===== config.mk =====
export PLATFORM = sky130hd
export DESIGN_NAME = uart_tx_arbiter_flat
export DESIGN_NICKNAME = d
export VERILOG_FILES = /design/src/rtl/cmd_ctrl_pkg.sv /design/src/rtl/uart_tx_arbiter_if.sv /design/src/rtl/rr_arbiter.sv /design/src/rtl/uart_tx_arbiter.sv /design/src/flat_wrapper.sv
export SDC_FILE = /design/constraint.sdc
export NUM_CORES = 1
export LEC_CHECK = 0
export ABC_AREA = 0
export ABC_CLOCK_PERIOD_IN_PS = 6000
export CAP_MARGIN = 5
export CORE_ASPECT_RATIO = 1.2
export CORE_MARGIN = 2
export CORE_UTILIZATION = 31
export DETAILED_ROUTE_END_ITERATION = 8
export HOLD_SLACK_MARGIN = 0.05
export PLACE_DENSITY_LB_ADDON = 0.12
export SETUP_SLACK_MARGIN = 0.3
export SYNTH_ARGS = -nofsm -noshare
export SYNTH_HDL_FRONTEND = slang
export SYNTH_SLANG_ARGS = --single-unit
export TNS_END_PERCENT = 1

===== constraint.sdc =====
create_clock -name i_clk -period 6 [get_ports i_clk]
set_input_delay 1.8 -clock i_clk [delete_from_list [all_inputs] [get_ports i_clk]]
set_output_delay 1.8 -clock i_clk [all_outputs]
set_load 0.02 [all_outputs]

===== src/rtl/cmd_ctrl_pkg.sv =====
// ---------------------------------------------------------------------------
// cmd_ctrl_pkg
// Shared definitions for the UART transmit arbiter slice:
//   - state_e               : arbiter FSM state encoding
//   - C_NUM_REQ             : default number of requesters
//   - C_STALL_TIMEOUT       : default mid-packet stall tolerance (cycles)
//   - C_STALL_CNT_W         : stall counter width (covers timeouts up to 65535)
// No ports (package).
// ---------------------------------------------------------------------------
package cmd_ctrl_pkg;

  typedef enum logic [1:0] {
    S_IDLE   = 2'd0,
    S_ACCEPT = 2'd1,
    S_START  = 2'd2,
    S_WAIT   = 2'd3
  } state_e;

  localparam int C_NUM_REQ       = 4;
  localparam int C_STALL_TIMEOUT = 1024;
  localparam int C_STALL_CNT_W   = 16;

endpackage : cmd_ctrl_pkg


===== src/rtl/uart_tx_arbiter_if.sv =====
// ---------------------------------------------------------------------------
// uart_tx_arbiter_if
// Bundles the requester streams and the UART transmitter handshake.
//   i_req_valid/i_req_data/i_req_last : per-requester byte stream (byte k at [8k+7:8k])
//   o_req_ready                       : per-requester byte-accept strobe
//   o_tx_start/o_tx_data/i_tx_done    : UART transmitter handshake
//   o_grant/o_busy/o_timeout          : arbitration status
// Modports: master = requesters + UART (drives the i_* side),
//           slave  = the arbiter (drives the o_* side).
// ---------------------------------------------------------------------------
interface uart_tx_arbiter_if
  import cmd_ctrl_pkg::*;
#(
  parameter int p_num_req = C_NUM_REQ
);

  logic [p_num_req-1:0]   i_req_valid;
  logic [8*p_num_req-1:0] i_req_data;
  logic [p_num_req-1:0]   i_req_last;
  logic [p_num_req-1:0]   o_req_ready;
  logic                   o_tx_start;
  logic [7:0]             o_tx_data;
  logic                   i_tx_done;
  logic [p_num_req-1:0]   o_grant;
  logic                   o_busy;
  logic                   o_timeout;

  modport master (
    output i_req_valid, i_req_data, i_req_last, i_tx_done,
    input  o_req_ready, o_tx_start, o_tx_data, o_grant, o_busy, o_timeout
  );

  modport slave (
    input  i_req_valid, i_req_data, i_req_last, i_tx_done,
    output o_req_ready, o_tx_start, o_tx_data, o_grant, o_busy, o_timeout
  );

endinterface : uart_tx_arbiter_if


===== src/rtl/rr_arbiter.sv =====
// ---------------------------------------------------------------------------
// rr_arbiter
// Purely combinational round-robin picker. Searches the request vector
// starting at (last_idx + 1) mod p_num_req and returns the first hit one-hot.
//   req      : request vector
//   last_idx : index of the previous owner (lowest priority this round)
//   grant    : one-hot winner, all-zero when no request is pending
// ---------------------------------------------------------------------------
module rr_arbiter
  import cmd_ctrl_pkg::*;
#(
  parameter int p_num_req = C_NUM_REQ
) (
  input  logic [p_num_req-1:0]         req,
  input  logic [$clog2(p_num_req)-1:0] last_idx,
  output logic [p_num_req-1:0]         grant
);

  localparam int IW = $clog2(p_num_req);

  // Rotation amount is last_idx+1, which can equal p_num_req, so one extra bit.
  logic [IW:0]          shift_s;
  logic [p_num_req-1:0] rot_s;
  logic [p_num_req-1:0] iso_s;

  // Rotate so the highest-priority requester sits at bit 0, isolate the
  // lowest set bit, then rotate the one-hot result back into place.
  always_comb begin
    shift_s = {1'b0, last_idx} + {{IW{1'b0}}, 1'b1};
    rot_s   = p_num_req'({req, req} >> shift_s);
    iso_s   = rot_s & (~rot_s + {{(p_num_req-1){1'b0}}, 1'b1});
    grant   = p_num_req'(({iso_s, iso_s} << shift_s) >> p_num_req);
  end

endmodule : rr_arbiter


===== src/rtl/uart_tx_arbiter.sv =====
// ---------------------------------------------------------------------------
// uart_tx_arbiter
// Shares one UART transmitter between p_num_req byte-stream requesters.
// A requester owns the transmitter for a whole packet (until its last byte
// has been shifted out). An owner that stops supplying bytes mid-packet for
// p_stall_timeout cycles loses the grant and drops to lowest priority.
// Ports:
//   i_clk : clock, rising edge
//   i_rst : synchronous active-high reset
//   bus   : uart_tx_arbiter_if.slave (requester streams, UART handshake, status)
// ---------------------------------------------------------------------------
module uart_tx_arbiter
  import cmd_ctrl_pkg::*;
#(
  parameter int p_num_req       = C_NUM_REQ,
  parameter int p_stall_timeout = C_STALL_TIMEOUT
) (
  input  logic               i_clk,
  input  logic               i_rst,
  uart_tx_arbiter_if.slave   bus
);

  localparam int IW = $clog2(p_num_req);
  localparam int CW = C_STALL_CNT_W;
  localparam logic [CW-1:0] STALL_LAST_C = CW'(p_stall_timeout - 1);
  localparam logic [IW-1:0] LAST_RST_C   = IW'(p_num_req - 1);

  state_e               state_r;
  logic [p_num_req-1:0] grant_r;
  logic [IW-1:0]        owner_idx_r;
  logic [IW-1:0]        last_owner_r;
  logic [7:0]           data_r;
  logic                 last_r;
  logic [CW-1:0]        stall_cnt_r;
  logic                 timeout_r;

  logic [p_num_req-1:0] arb_grant_s;
  logic [IW-1:0]        arb_idx_s;
  logic                 owner_valid_s;
  logic                 owner_last_s;
  logic [7:0]           owner_data_s;

  rr_arbiter #(
    .p_num_req (p_num_req)
  ) u_rr_arbiter (
    .req      (bus.i_req_valid),
    .last_idx (last_owner_r),
    .grant    (arb_grant_s)
  );

  // Encode the arbiter's one-hot winner as an index (OR works since one-hot).
  always_comb begin
    arb_idx_s = '0;
    for (int k = 0; k < p_num_req; k++) begin
      arb_idx_s = arb_idx_s | (arb_grant_s[k] ? IW'(k) : '0);
    end
  end

  // Select the current owner's valid, last flag and byte through the grant mask.
  always_comb begin
    owner_valid_s = |(bus.i_req_valid & grant_r);
    owner_last_s  = |(bus.i_req_last & grant_r);
    owner_data_s  = 8'h00;
    for (int k = 0; k < p_num_req; k++) begin
      owner_data_s = owner_data_s | (bus.i_req_data[8*k +: 8] & {8{grant_r[k]}});
    end
  end

  // Arbiter FSM with byte register, stall counter and round-robin history.
  always_ff @(posedge i_clk) begin
    if (i_rst) begin
      state_r      <= S_IDLE;
      grant_r      <= '0;
      owner_idx_r  <= '0;
      last_owner_r <= LAST_RST_C;
      data_r       <= 8'h00;
      last_r       <= 1'b0;
      stall_cnt_r  <= '0;
      timeout_r    <= 1'b0;
    end else begin
      timeout_r <= 1'b0;
      case (state_r)
        S_IDLE: begin
          if (|bus.i_req_valid) begin
            grant_r     <= arb_grant_s;
            owner_idx_r <= arb_idx_s;
            stall_cnt_r <= '0;
            state_r     <= S_ACCEPT;
          end else begin
            grant_r <= '0;
          end
        end
        S_ACCEPT: begin
          if (owner_valid_s) begin
            data_r      <= owner_data_s;
            last_r      <= owner_last_s;
            stall_cnt_r <= '0;
            state_r     <= S_START;
          end else if (stall_cnt_r == STALL_LAST_C) begin
            // This stalled cycle brings the count to p_stall_timeout.
            timeout_r    <= 1'b1;
            grant_r      <= '0;
            last_owner_r <= owner_idx_r;
            stall_cnt_r  <= '0;
            state_r      <= S_IDLE;
          end else begin
            stall_cnt_r <= stall_cnt_r + {{(CW-1){1'b0}}, 1'b1};
          end
        end
        S_START: begin
          state_r <= S_WAIT;
        end
        S_WAIT: begin
          if (bus.i_tx_done) begin
            if (last_r) begin
              grant_r      <= '0;
              last_owner_r <= owner_idx_r;
              state_r      <= S_IDLE;
            end else begin
              state_r <= S_ACCEPT;
            end
          end else begin
            state_r <= S_WAIT;
          end
        end
        default: begin
          grant_r     <= '0;
          stall_cnt_r <= '0;
          state_r     <= S_IDLE;
        end
      endcase
    end
  end

  // Outputs are direct decodes of registered state, so they carry no input paths.
  assign bus.o_req_ready = (state_r == S_ACCEPT) ? grant_r : '0;
  assign bus.o_tx_start  = (state_r == S_START);
  assign bus.o_tx_data   = data_r;
  assign bus.o_grant     = grant_r;
  assign bus.o_busy      = (state_r != S_IDLE);
  assign bus.o_timeout   = timeout_r;

endmodule : uart_tx_arbiter


===== src/flat_wrapper.sv =====
// flat-port wrapper written by rule: the top's interface ports become plain ports
module uart_tx_arbiter_flat import cmd_ctrl_pkg::*;
#(
  parameter int p_num_req       = C_NUM_REQ,
  parameter int p_stall_timeout = C_STALL_TIMEOUT
)
  (i_clk, i_rst, bus_i_req_valid, bus_i_req_data, bus_i_req_last, bus_i_tx_done, bus_o_req_ready, bus_o_tx_start, bus_o_tx_data, bus_o_grant, bus_o_busy, bus_o_timeout);
  uart_tx_arbiter_if #(.p_num_req(p_num_req)) bus_i ();
  input  logic i_clk;
  input  logic i_rst;
  input wire logic [$bits(bus_i.i_req_valid)-1:0] bus_i_req_valid;
  input wire logic [$bits(bus_i.i_req_data)-1:0] bus_i_req_data;
  input wire logic [$bits(bus_i.i_req_last)-1:0] bus_i_req_last;
  input wire logic [$bits(bus_i.i_tx_done)-1:0] bus_i_tx_done;
  output wire logic [$bits(bus_i.o_req_ready)-1:0] bus_o_req_ready;
  output wire logic [$bits(bus_i.o_tx_start)-1:0] bus_o_tx_start;
  output wire logic [$bits(bus_i.o_tx_data)-1:0] bus_o_tx_data;
  output wire logic [$bits(bus_i.o_grant)-1:0] bus_o_grant;
  output wire logic [$bits(bus_i.o_busy)-1:0] bus_o_busy;
  output wire logic [$bits(bus_i.o_timeout)-1:0] bus_o_timeout;
  assign bus_i.i_req_valid = bus_i_req_valid;
  assign bus_i.i_req_data = bus_i_req_data;
  assign bus_i.i_req_last = bus_i_req_last;
  assign bus_i.i_tx_done = bus_i_tx_done;
  assign bus_o_req_ready = bus_i.o_req_ready;
  assign bus_o_tx_start = bus_i.o_tx_start;
  assign bus_o_tx_data = bus_i.o_tx_data;
  assign bus_o_grant = bus_i.o_grant;
  assign bus_o_busy = bus_i.o_busy;
  assign bus_o_timeout = bus_i.o_timeout;
  uart_tx_arbiter #(.p_num_req(p_num_req), .p_stall_timeout(p_stall_timeout)) u_core (.i_clk(i_clk), .i_rst(i_rst), .bus(bus_i));
endmodule

[Word level (Yosys, flattened, before mapping)]
Cells that the tools add are included.
Operators by class
  add/subtract/negate cells: 3
  equality and inequality tests: 10
  shift-type cells: 2
  multiplexer cells: 26
  bitwise gates (word level): 14
  reductions and logical operators: 15
Operator list (number)
  16-bit two-way mux: 3
  8-bit bitwise AND: 4
  16-bit case mux with 2 select lines: 1
  4-bit two-way mux: 6
  8-bit bitwise OR: 3
  2-bit two-way mux: 10
  16-bit by 1-bit adder with 16-bit output (second input constant): 1
  16-bit by 10-bit == test with 1-bit output (second input constant): 1
  4-bit bitwise AND: 3
  4-bit case mux with 3 select lines: 1
  4-bit OR reduction: 3
  5-bit AND reduction: 2
  2-bit case mux with 4 select lines: 1
  2-bit AND reduction: 4
  8-bit by 3-bit << shifter with 8-bit output: 1
  8-bit by 3-bit >> shifter with 4-bit output: 1
  2-bit by 1-bit != test with 1-bit output (second input constant): 3
  2-bit nonzero test: 3
  6-bit OR reduction: 1
  4-bit by 1-bit adder with 4-bit output (second input constant): 1
  2-bit == test (second input constant): 2
  2-bit != test (second input constant): 2
  4-bit inverter: 1
  2-bit bitwise OR: 2
  8 further kinds: 10
Storage, ports and cells
  register bits after elaboration: 36
  bits of input ports: 43
  word-level logic and storage cells: 78

[Logic depth before layout (Yosys ltp)]
Gate-level depths: netlist of run 1.
  depth in word-level cells: 9
  depth in mapped cells: 9

[Hierarchy]
Synthesis of run 1 repeated with hierarchy kept, for this count alone.
Second synthesis, totals
  cell total of the unflattened synthesis: 240
  area, all modules: 2021.9 µm²
Modules (own cells, without submodules)
  uart_tx_arbiter: times used 1, cells an instance 214, area an instance 1841.8 µm²
  rr_arbiter: times used 1, cells an instance 26, area an instance 180.2 µm²

[Least setup slack after synthesis of run 1]
OpenSTA, ideal clock, no wires.
  path kind: in2reg
  from: input port bus_i_req_valid[1]
  to: register u_core.owner_idx_r[1]
  setup time: 91 ps
  data arrival time: 3072 ps
  required time: 5909 ps
  path slack: 2837 ps
  stages on the path: 6
  buffers on the path: 1
  cell sequence: buf_4 or3b_1 a2111oi_0 or3_1 mux2i_1 a311oi_1
On the way
  longest elaborated chain between the ends: 8
  elaborated cells between the ends (all ways): 11
  classes of those cells: add/sub: 1; shift: 2; mux: 2; bitwise: 4; reduce/logical: 2
Ends and longest elaborated chain
  from (decl): RTL line flat_wrapper.sv:11  | input wire logic [$bits(bus_i.i_req_valid)-1:0] bus_i_req_valid;
  8-bit by 3-bit >> shifter with 4-bit output: RTL line rr_arbiter.sv:30  | rot_s = p_num_req'({req, req} >> shift_s);
  4-bit inverter: RTL line rr_arbiter.sv:31  | iso_s = rot_s & (~rot_s + {{(p_num_req-1){1'b0}}, 1'b1});
  4-bit by 1-bit adder with 4-bit output: RTL line rr_arbiter.sv:31
  4-bit bitwise AND: RTL line rr_arbiter.sv:31
  8-bit by 3-bit << shifter with 8-bit output: RTL line rr_arbiter.sv:32  | grant = p_num_req'(({iso_s, iso_s} << shift_s) >> p_num_req);
  2-bit two-way mux: RTL line uart_tx_arbiter.sv:55  | arb_idx_s = arb_idx_s | (arb_grant_s[k] ? IW'(k) : '0);
  2-bit bitwise OR (2 in a row): RTL line uart_tx_arbiter.sv:55
  to (signal assigned): RTL line uart_tx_arbiter.sv:86  | owner_idx_r <= arb_idx_s;
  to (decl): RTL line uart_tx_arbiter.sv:30  | logic [IW-1:0] owner_idx_r;
Several ways; a longest one is shown, not always the timed one.
A chain may end at the register's enable or synchronous reset.

[Worst setup path in the final report of run 1]
  from: register u_core.state_r[0]
  to: output port bus_o_req_ready[2]
On the way
  longest elaborated chain between the ends: 2
Ends and longest elaborated chain
  from (decl): RTL line uart_tx_arbiter.sv:28  | state_e state_r;
  from (signal assigned): RTL line uart_tx_arbiter.sv:72  | state_r <= S_IDLE;
  from (signal assigned): RTL line uart_tx_arbiter.sv:88  | state_r <= S_ACCEPT;
  from (signal assigned): RTL line uart_tx_arbiter.sv:98  | state_r <= S_START;
  2-bit by 1-bit == test with 1-bit output: RTL line uart_tx_arbiter.sv:136  | assign bus.o_req_ready = (state_r == S_ACCEPT) ? grant_r : '0;
  4-bit two-way mux: RTL line uart_tx_arbiter.sv:136
  to (decl): RTL line flat_wrapper.sv:15  | output wire logic [$bits(bus_i.o_req_ready)-1:0] bus_o_req_ready;
No other way between the ends.

==> impl_metrics.toml, run 1 <==
[timing]
worst_slew_pin_slew_ns = 0.794
fmax_mhz = 271
hold_ws_ns = 0.487
slew_headroom = 0.469
final_max_slew_viol_count = 0
finalSetupViolCount = 0
timing.final.ws_setup_ns = 2.32
tns_ns = 0
rsz0062_at_grt = "false"
post-route-period-util = 0.614
finClkSkew_ns = 0.00271
final_hold_viol_count = 0
period_needed_ns = 3.68

[synthesis]
ys_types = 46
synthCells = 256
post-synth-top-count-cell = "dfxtp_1"
synthTopCellsByArea = "dfxtp_1 (35%), a22oi_1 (8.4%), a21oi_1 (7.3%), nor2_1 (6.4%), ha_1 (3.6%)"
syn_nets = 305
synth_edf_count = 0
synthTopCellsByCount = "dfxtp_1 (36), nor2_1 (35), a21oi_1 (30), a22oi_1 (23)"
yosysSeqAreaShare = 0.349
ys.warnings.count = 0
yosysTopAreaCellShare = 0.349
synth_ff_type = "dfxtp_1"
syn_area_um2 = 2060
synth_seq_cells = 36
synth.avg_cell_area_um2 = 8.06
async_reset_ff_frac = 0
synth_area_leader_cell = "dfxtp_1"

[cts]
numClockSinks = 36
worstSkewPairLatency_ns = 0.29
cts_root_buffer = "clkbuf_8"
post-cts-setup-buffer-count = 0
cts_resized = 0
htreeDepth = 2
cts_buffer_depth = 2
hold_buffers = 0
cts-buffers-inserted = 5
cts_tree = "yes"
clk_pin_slew_ns = 0.07

[power]
p_clk_frac = 0.260
powerDensity_nw_per_um2 = 254
power_frac_comb = 0.336
swShare = 0.347
pwr-share-seq = 0.404
p_leak_nw = 0.946
p_sw_w = 0.000246
p_int_w = 0.000463
irDropWorstVdd_mv = 0.165

[die]
dieArea_um2 = 7330
die_w_um = 78.5
rows = 32
start_util = 0.320
io_pins = 62
core_um2 = 6450
die_h_um = 93.4

[layout]
instances_no_fill = 393
design_area_um2 = 2800
synthToLayoutAreaGrowth_pct = 35.5
drive_gt1_frac = 0.0422
diodes = 0
multi_input_area_um2 = 1220
seqCellArea_um2 = 721
nets = 357
fillCellCount = 662

[hold_path]
hold_class = "flop to flop"

[setup_path]
cp.arrival_ns = 1.88
cp_max_fo = 10
worstPathRequired_ns = 4.20
crit_type = "flop to primary output"
start_kind = "flop"
crit_path_end_kind = "primary output"

[grt]
grt_usage = 0.155
grt_pass1_wl_um = 9010
grt_max_degree = 22
grt_pass1_vias = 1907
antenna_found_initial = 0
grt-ovfl-total = 0

[routing]
drc = 0
vias_per_cell = 5.10
drtAntennaViolNets = 0
wl_per_cell_um = 14.1
drtIter0Drc = 86
dr.pass1.iters = 4
wl_um = 5550
num_vias = 2004

[placement]
dp_hpwl_um = 4150
preCtsSetupSlack_ns = 2.09
place.gp.congestion = 0.763
portBuffers = 61
place_area_um2 = 2700
place_inst = 386

[job]
drv_cap = 0

[status]
status = "complete, no violations"
-- placed cells by master (no fill, tap or decap), types with 5 or more instances in the layout --
| cell | netlist | final |
|---|---|---|
| xnor2_1 | 5 | 5 |
| o22ai_1 | 5 | 5 |
| nand4_1 | 9 | 9 |
| a22oi_1 | 23 | 23 |
| clkdlybuf4s50_1 | 0 | 61 |
| xor2_1 | 8 | 8 |
| ha_1 | 6 | 6 |
| clkbuf_8 | 0 | 7 |
| nor4_1 | 5 | 5 |
| inv_1 | 12 | 12 |
| nand2_1 | 12 | 12 |
| dfxtp_1 | 36 | 36 |
| nor2_1 | 35 | 35 |
| a21oi_1 | 30 | 30 |
-- metrics by stage --
stage           util  power (W)
6_report       0.434   0.000709
5_1_grt        0.434   0.000759
4_1_cts        0.434   0.000720
3_5_place_dp   0.419   0.000532
3_3_place_gp   0.419   0.000532
2_1_floorplan      -   0.000446
-- layer usage --
layer  vias to the layer above  share of wire  GRT usage
met4                         0          0.014     0.0526
met1                       901           0.47      0.188
met2                        53           0.46      0.270
met3                         7          0.050     0.0338
met5                         -              0          0
li1                       1043              -          -
-- critical path, stage by stage (launching register included) --
cell and delay (ns):
dfxtp_1 0.42, ha_1 0.37, and2_1 0.18, clkdlybuf4s50_1 0.61
-- kinds of logic (layout without fill, tap and decap cells) --
group           after synthesis  after routing  synth area share
compound gates               78             78             0.253
xor+xnor                     13             13            0.0552
fa+ha+maj                     6              6            0.0364
buf+inv                      28             80            0.0612
flops                        36             36             0.349
mux                           3              3            0.0146
simple gates                 92             92             0.230
-- registers in the layout, summed over array words and instances (netlist names) --
register,count
u_core.bus.o_grant,4
u_core.bus.o_timeout,1
u_core.bus.o_tx_data,8
u_core.last_owner_r,2
u_core.last_r,1
u_core.owner_idx_r,2
u_core.stall_cnt_r,16
u_core.state_r,2
-- worst paths after layout --
kind	slack, ns	depth (start not counted)	to	startpoint
max	2.32	3	bus_o_req_ready[2]	u_core.state_r[0]$_SDFFE_PP0P_
min	0.49	2	u_core.bus.o_tx_data[7]$_SDFFE_PP0P_	u_core.bus.o_tx_data[7]$_SDFFE_PP0P_
min reg2reg	0.49	2	u_core.bus.o_tx_data[7]$_SDFFE_PP0P_	u_core.bus.o_tx_data[7]$_SDFFE_PP0P_
max reg2reg	3.89	5	u_core.stall_cnt_r[4]$_SDFFE_PP0P_	u_core.stall_cnt_r[10]$_SDFFE_PP0P_
-- area by class of cell --
type | count | share of cell area
inverter | 12 | 0.0161
tap | 85 | 0.0380
timing repair buffer | 61 | 0.218
sequential | 36 | 0.258
clock buffer | 7 | 0.0345
multi-input combinational | 192 | 0.435
-- power groups by stage --
stage / sequential (W) / combinational, W / clock [W]
3_5_place_dp: 0.000293 / 0.000239 / 0
2_1_floorplan: 0.000282 / 0.000164 / 0
3_3_place_gp: 0.000293 / 0.000240 / 0
5_1_grt: 0.000291 / 0.000265 / 0.000204
4_1_cts: 0.000287 / 0.000240 / 0.000193
6_report: 0.000287 / 0.000238 / 0.000185
Note: power is estimated with default switching activity, not from simulation.
==> run 2, diff against run 1 <==
ABC_CLOCK_PERIOD_IN_PS = 3340   (was 6000)
clock period = 3.34 ns   (was 6 ns; I/O delays follow)
==> impl_metrics.toml, run 2 (synthesis gave the netlist of run 1 again) <==
[timing]
final_max_slew_viol_count = 0
finalSetupViolCount = 0
timing.final.ws_setup_ns = 0.476
rsz0062_at_grt = "false"
worst_slew_pin_slew_ns = 0.554
period_needed_ns = 2.86
post-route-period-util = 0.858
tns_ns = 0
finClkSkew_ns = 0.00699
final_hold_viol_count = 0
fmax_mhz = 349
hold_ws_ns = 0.485
slew_headroom = 0.628

[hold_path]
hp-start = "u_core.bus.o_tx_data[0]$_SDFFE_PP0P_"
hold_class = "flop to flop"

[placement]
preCtsSetupSlack_ns = 0.310
dp_hpwl_um = 4240
place.gp.congestion = 0.796
portBuffers = 61

[grt]
busiest_layer = "met2"
grt_pass1_vias = 1970
antenna_found_initial = 0
grt_pass1_wl_um = 9260
met3_usage = 0.0338
grt_max_degree = 21
use_met1 = 0.190
grt-ovfl-total = 0
grt_usage = 0.158
grtUsageMet2 = 0.270

[setup_path]
cp.arrival_ns = 1.86
cp_max_fo = 10
slowest_stage = "clkdlybuf4s50_1"
critical_path.max_stage_delay_ns = 0.62
worstPathRequired_ns = 2.34
crit_type = "flop to primary output"
crit-reg2reg-launch = "u_core.stall_cnt_r[10]$_SDFFE_PP0P_"
start_kind = "flop"
cp_cell_sequence = "ha_1, and2_1, clkdlybuf4s50_1"
crit_path_end_kind = "primary output"
crit_start = "u_core.state_r[0]$_SDFFE_PP0P_"

[power]
p_sw_w = 0.000453
p_clk_frac = 0.282
p_int_w = 0.000880
irDropWorstVdd_mv = 0.175
swShare = 0.340
pwr-share-seq = 0.369
fin_total_pwr_w = 0.00133
power_frac_comb = 0.349
powerDensity_nw_per_um2 = 465
p_leak_nw = 0.992

[layout]
drive_gt1_frac = 0.0662
largest_register_ffs = 16
seqCellArea_um2 = 721
final_cell_mix = "clkdlybuf4s50_1 (61), dfxtp_1 (36), nor2_1 (35), a21oi_1 (30), a22oi_1 (23)"
diodes = 0
layout_commonest_cell = "clkdlybuf4s50_1"
largest_register = "u_core.stall_cnt_r"
fillCellCount = 664
synthToLayoutAreaGrowth_pct = 38.9
nets = 365
multi_input_area_um2 = 1220

[routing]
drtIter0Drc = 86
drc = 0
wl_per_cell_um = 14.3
drtAntennaViolNets = 0
wl_um = 5750
vias_per_cell = 5.14
num_vias = 2067
dr.pass1.iters = 4

[die]
start_util = 0.320
dieArea_um2 = 7330
io_pins = 62
die_h_um = 93.4
rows = 32
core_um2 = 6450
die_w_um = 78.5

[cts]
hold_buffers = 0
cts_resized = 0
htreeDepth = 2
worstSkewPairLatency_ns = 0.29
cts_buffer_depth = 2
cts_root_buffer = "clkbuf_8"
post-cts-setup-buffer-count = 0
cts-buffers-inserted = 5
numClockSinks = 36
cts_tree = "yes"
clk_pin_slew_ns = 0.07

[status]
status = "complete, no violations"

[job]
drv_cap = 0
==> run 2: cell types whose count changed in the layout (fill, tap and decap cells not counted), sizes merged <==
| cell | delta |
|---|---|
| bufinv | +1 |
| clkinv | +1 |
| buf | +8 |
| clkbuf | -1 |
==> run 2: final cells by class <==
class | instances | area share
clock buffers | 6 | 0.0253
well taps | 85 | 0.0371
inverters | 12 | 0.0157
flip-flops and latches | 36 | 0.251
multi-input cells | 192 | 0.424
repair buffers | 69 | 0.234
clock inverters | 2 | 0.0122
==> run 2: critical path, delay by kind of cell, from the launching register on <==
family                     cells  cell delay, ns
buffers and inverters          1            0.62
DFF                            1            0.42
adders and majority gates      1            0.36
and+or+nand+nor                1            0.17
==> run 2: final timing paths <==
kind	depth (start not counted)	slack, ns	end
max	3	0.48	bus_o_req_ready[2]
min	2	0.49	u_core.bus.o_tx_data[0]$_SDFFE_PP0P_
max reg2reg	5	1.16	u_core.stall_cnt_r[4]$_SDFFE_PP0P_
min reg2reg	2	0.49	u_core.bus.o_tx_data[0]$_SDFFE_PP0P_
==> run 2: layer usage <==
metal / share of wire / wire [um]
met5: 0 / 0
met4: 0.025 / 145
met3: 0.049 / 284
met2: 0.46 / 2640
met1: 0.47 / 2680
==> run 2: power groups by stage <==
stage               registers [W]  clock network, W  logic, W
floorplan                0.000507                 0  0.000295
global placement         0.000503                 0  0.000469
detailed placement       0.000503                 0  0.000468
CTS                      0.000493          0.000389  0.000471
global route             0.000498          0.000407  0.000515
finish                   0.000492          0.000377  0.000465
==> run 2: metrics by stage <==
| step | instances | cell area (um2) | utilization |
|---|---|---|---|
| 3_5_place_dp | 394 | 2760 | 0.428 |
| 4_1_cts | 402 | 2870 | 0.445 |
| 5_1_grt | 402 | 2870 | 0.445 |
| 3_3_place_gp | 394 | 2760 | 0.428 |
| 6_report | 402 | 2870 | 0.445 |
| 2_1_floorplan | 256 | 2060 | - |
==> run 3, diff against run 2 <==
ABC_CLOCK_PERIOD_IN_PS = 3500   (was 3340)
clock period = 3.5 ns   (was 3.34 ns; I/O delays follow)
==> impl_metrics.toml, run 3 (synthesis gave the netlist of run 1 again) <==
[routing]
num_vias = 2018
dr.pass1.iters = 4
vias_per_cell = 5.05
drtIter0Drc = 95
drtAntennaViolNets = 0
wl_um = 5640
wl_per_cell_um = 14.1
drc = 0

[setup_path]
path_common_cell = "inv_1"
path_delay_family = "buffers and inverters"
crit_type = "flop to primary output"
critPathCapture = "bus_o_busy"
cp.depth = 4
r2r_slack_ns = 1.38
cp_cell_sequence = "inv_1, ha_1, inv_1, clkdlybuf4s50_1"
crit_start = "u_core.state_r[0]$_SDFFE_PP0P_"
crit_path_end_kind = "primary output"
reg2reg_to = "u_core.stall_cnt_r[2]$_SDFFE_PP0P_"
worstPathRequired_ns = 2.45
cp_max_fo = 8
slowest_stage = "clkdlybuf4s50_1"
crit-reg2reg-launch = "u_core.stall_cnt_r[10]$_SDFFE_PP0P_"
cp.arrival_ns = 1.86
critical_path.max_stage_delay_ns = 0.61
r2r_cells = 5
cp.buffers_inverters = 3
start_kind = "flop"

[power]
p_leak_nw = 0.981
irDropWorstVdd_mv = 0.164
powerDensity_nw_per_um2 = 446

[layout]
diodes = 0
multi_input_area_um2 = 1220
synthToLayoutAreaGrowth_pct = 38.4
layout_commonest_cell = "clkdlybuf4s50_1"
seqCellArea_um2 = 721
drive_gt1_frac = 0.0635
nets = 363
instances_no_fill = 400
largest_register_ffs = 16
largest_register = "u_core.stall_cnt_r"
fillCellCount = 640
final_cell_mix = "clkdlybuf4s50_1 (61), dfxtp_1 (36), nor2_1 (35), a21oi_1 (30), a22oi_1 (23)"

[timing]
hold_ws_ns = 0.487
tns_ns = 0
final_max_slew_viol_count = 0
slew_headroom = 0.631
final_hold_viol_count = 0
finalSetupViolCount = 0
worst_slew_pin_slew_ns = 0.549
finClkSkew_ns = 0.00866
period_needed_ns = 2.91
rsz0062_at_grt = "false"
fmax_mhz = 344
post-route-period-util = 0.831

[cts]
cts_root_buffer = "clkbuf_8"
htreeDepth = 2
cts-buffers-inserted = 5
cts_tree = "yes"
worstSkewPairLatency_ns = 0.29
post-cts-setup-buffer-count = 0
hold_buffers = 0
clk_pin_slew_ns = 0.07
numClockSinks = 36
cts_resized = 0
cts_buffer_depth = 2

[die]
io_pins = 62
dieArea_um2 = 7330
die_h_um = 93.4
rows = 32
core_um2 = 6450
start_util = 0.320
die_w_um = 78.5

[grt]
grt_pass1_wl_um = 9090
antenna_found_initial = 0
grt-ovfl-total = 0
grt_pass1_vias = 1888
grt_usage = 0.155
grt_max_degree = 21

[placement]
portBuffers = 61
place.gp.congestion = 0.799
place_inst = 392
dp_hpwl_um = 4120

[job]
drv_cap = 0

[status]
status = "complete, no violations"

[hold_path]
hold_class = "flop to flop"
==> run 3: cell type report <==
class | instances | share of cell area
clock buffers | 5 | 0.0241
clock inverters | 3 | 0.0149
inverters | 12 | 0.0158
multi-input cells | 192 | 0.426
flip-flops and latches | 36 | 0.252
well taps | 85 | 0.0372
repair buffers | 67 | 0.230
==> run 3: stage by stage <==
stage	util	total power [W]	area (um2)	setup slack, ns
after floorplan	-	0.000765	2060	1.09
after global placement	0.426	0.000921	2740	0.429
after detailed placement	0.426	0.000919	2740	0.375
after CTS	0.443	0.00129	2860	0.573
after global routing	0.443	0.00136	2860	0.479
final	0.443	0.00127	2860	0.591
==> run 3: worst min path at each step <==
stage / slack [ns] / start / to / cells after the start
3_3_place_gp: 0.47 / u_core.bus.o_tx_data[0]$_SDFFE_PP0P_ / u_core.bus.o_tx_data[0]$_SDFFE_PP0P_ / 2
6_report: 0.49 / u_core.bus.o_tx_data[5]$_SDFFE_PP0P_ / u_core.bus.o_tx_data[5]$_SDFFE_PP0P_ / 2
4_1_cts: 0.49 / u_core.owner_idx_r[0]$_SDFFE_PP0P_ / u_core.last_owner_r[0]$_SDFFE_PP1P_ / 2
3_5_place_dp: 0.47 / u_core.owner_idx_r[0]$_SDFFE_PP0P_ / u_core.last_owner_r[0]$_SDFFE_PP1P_ / 2
5_1_grt: 0.51 / u_core.bus.o_tx_data[4]$_SDFFE_PP0P_ / u_core.bus.o_tx_data[4]$_SDFFE_PP0P_ / 2
2_1_floorplan: 0.45 / u_core.owner_idx_r[0]$_SDFFE_PP0P_ / u_core.last_owner_r[0]$_SDFFE_PP1P_ / 2
==> run 3: power breakdown <==
| group | internal, W | leakage, nW | switching (W) | total [W] |
|---|---|---|---|---|
| Sequential | 0.000439 | 0.291 | 0.0000448 | 0.000484 |
| Clock | 0.000211 | 0.0541 | 0.000153 | 0.000364 |
| Combinational | 0.000184 | 0.636 | 0.000241 | 0.000425 |
| Total | 0.000834 | 0.981 | 0.000439 | 0.00127 |
==> run 3: routing by layer <==
metal	up-vias	part of all wire	routed length [um]	GRT usage
met2	47	0.47	2640	0.261
li1	1053	-	-	-
met1	911	0.46	2580	0.190
met5	-	0	0	0
met4	0	0.019	108	0.0614
met3	7	0.055	309	0.0396
==> run 3: tightest hold or removal path, delay by kind of cell (launching register included) <==
kind               cells  cell delay [ns]
AOI/OAI and AO/OA      1             0.06
and+or+nand+nor        1             0.07
DFF                    1             0.33
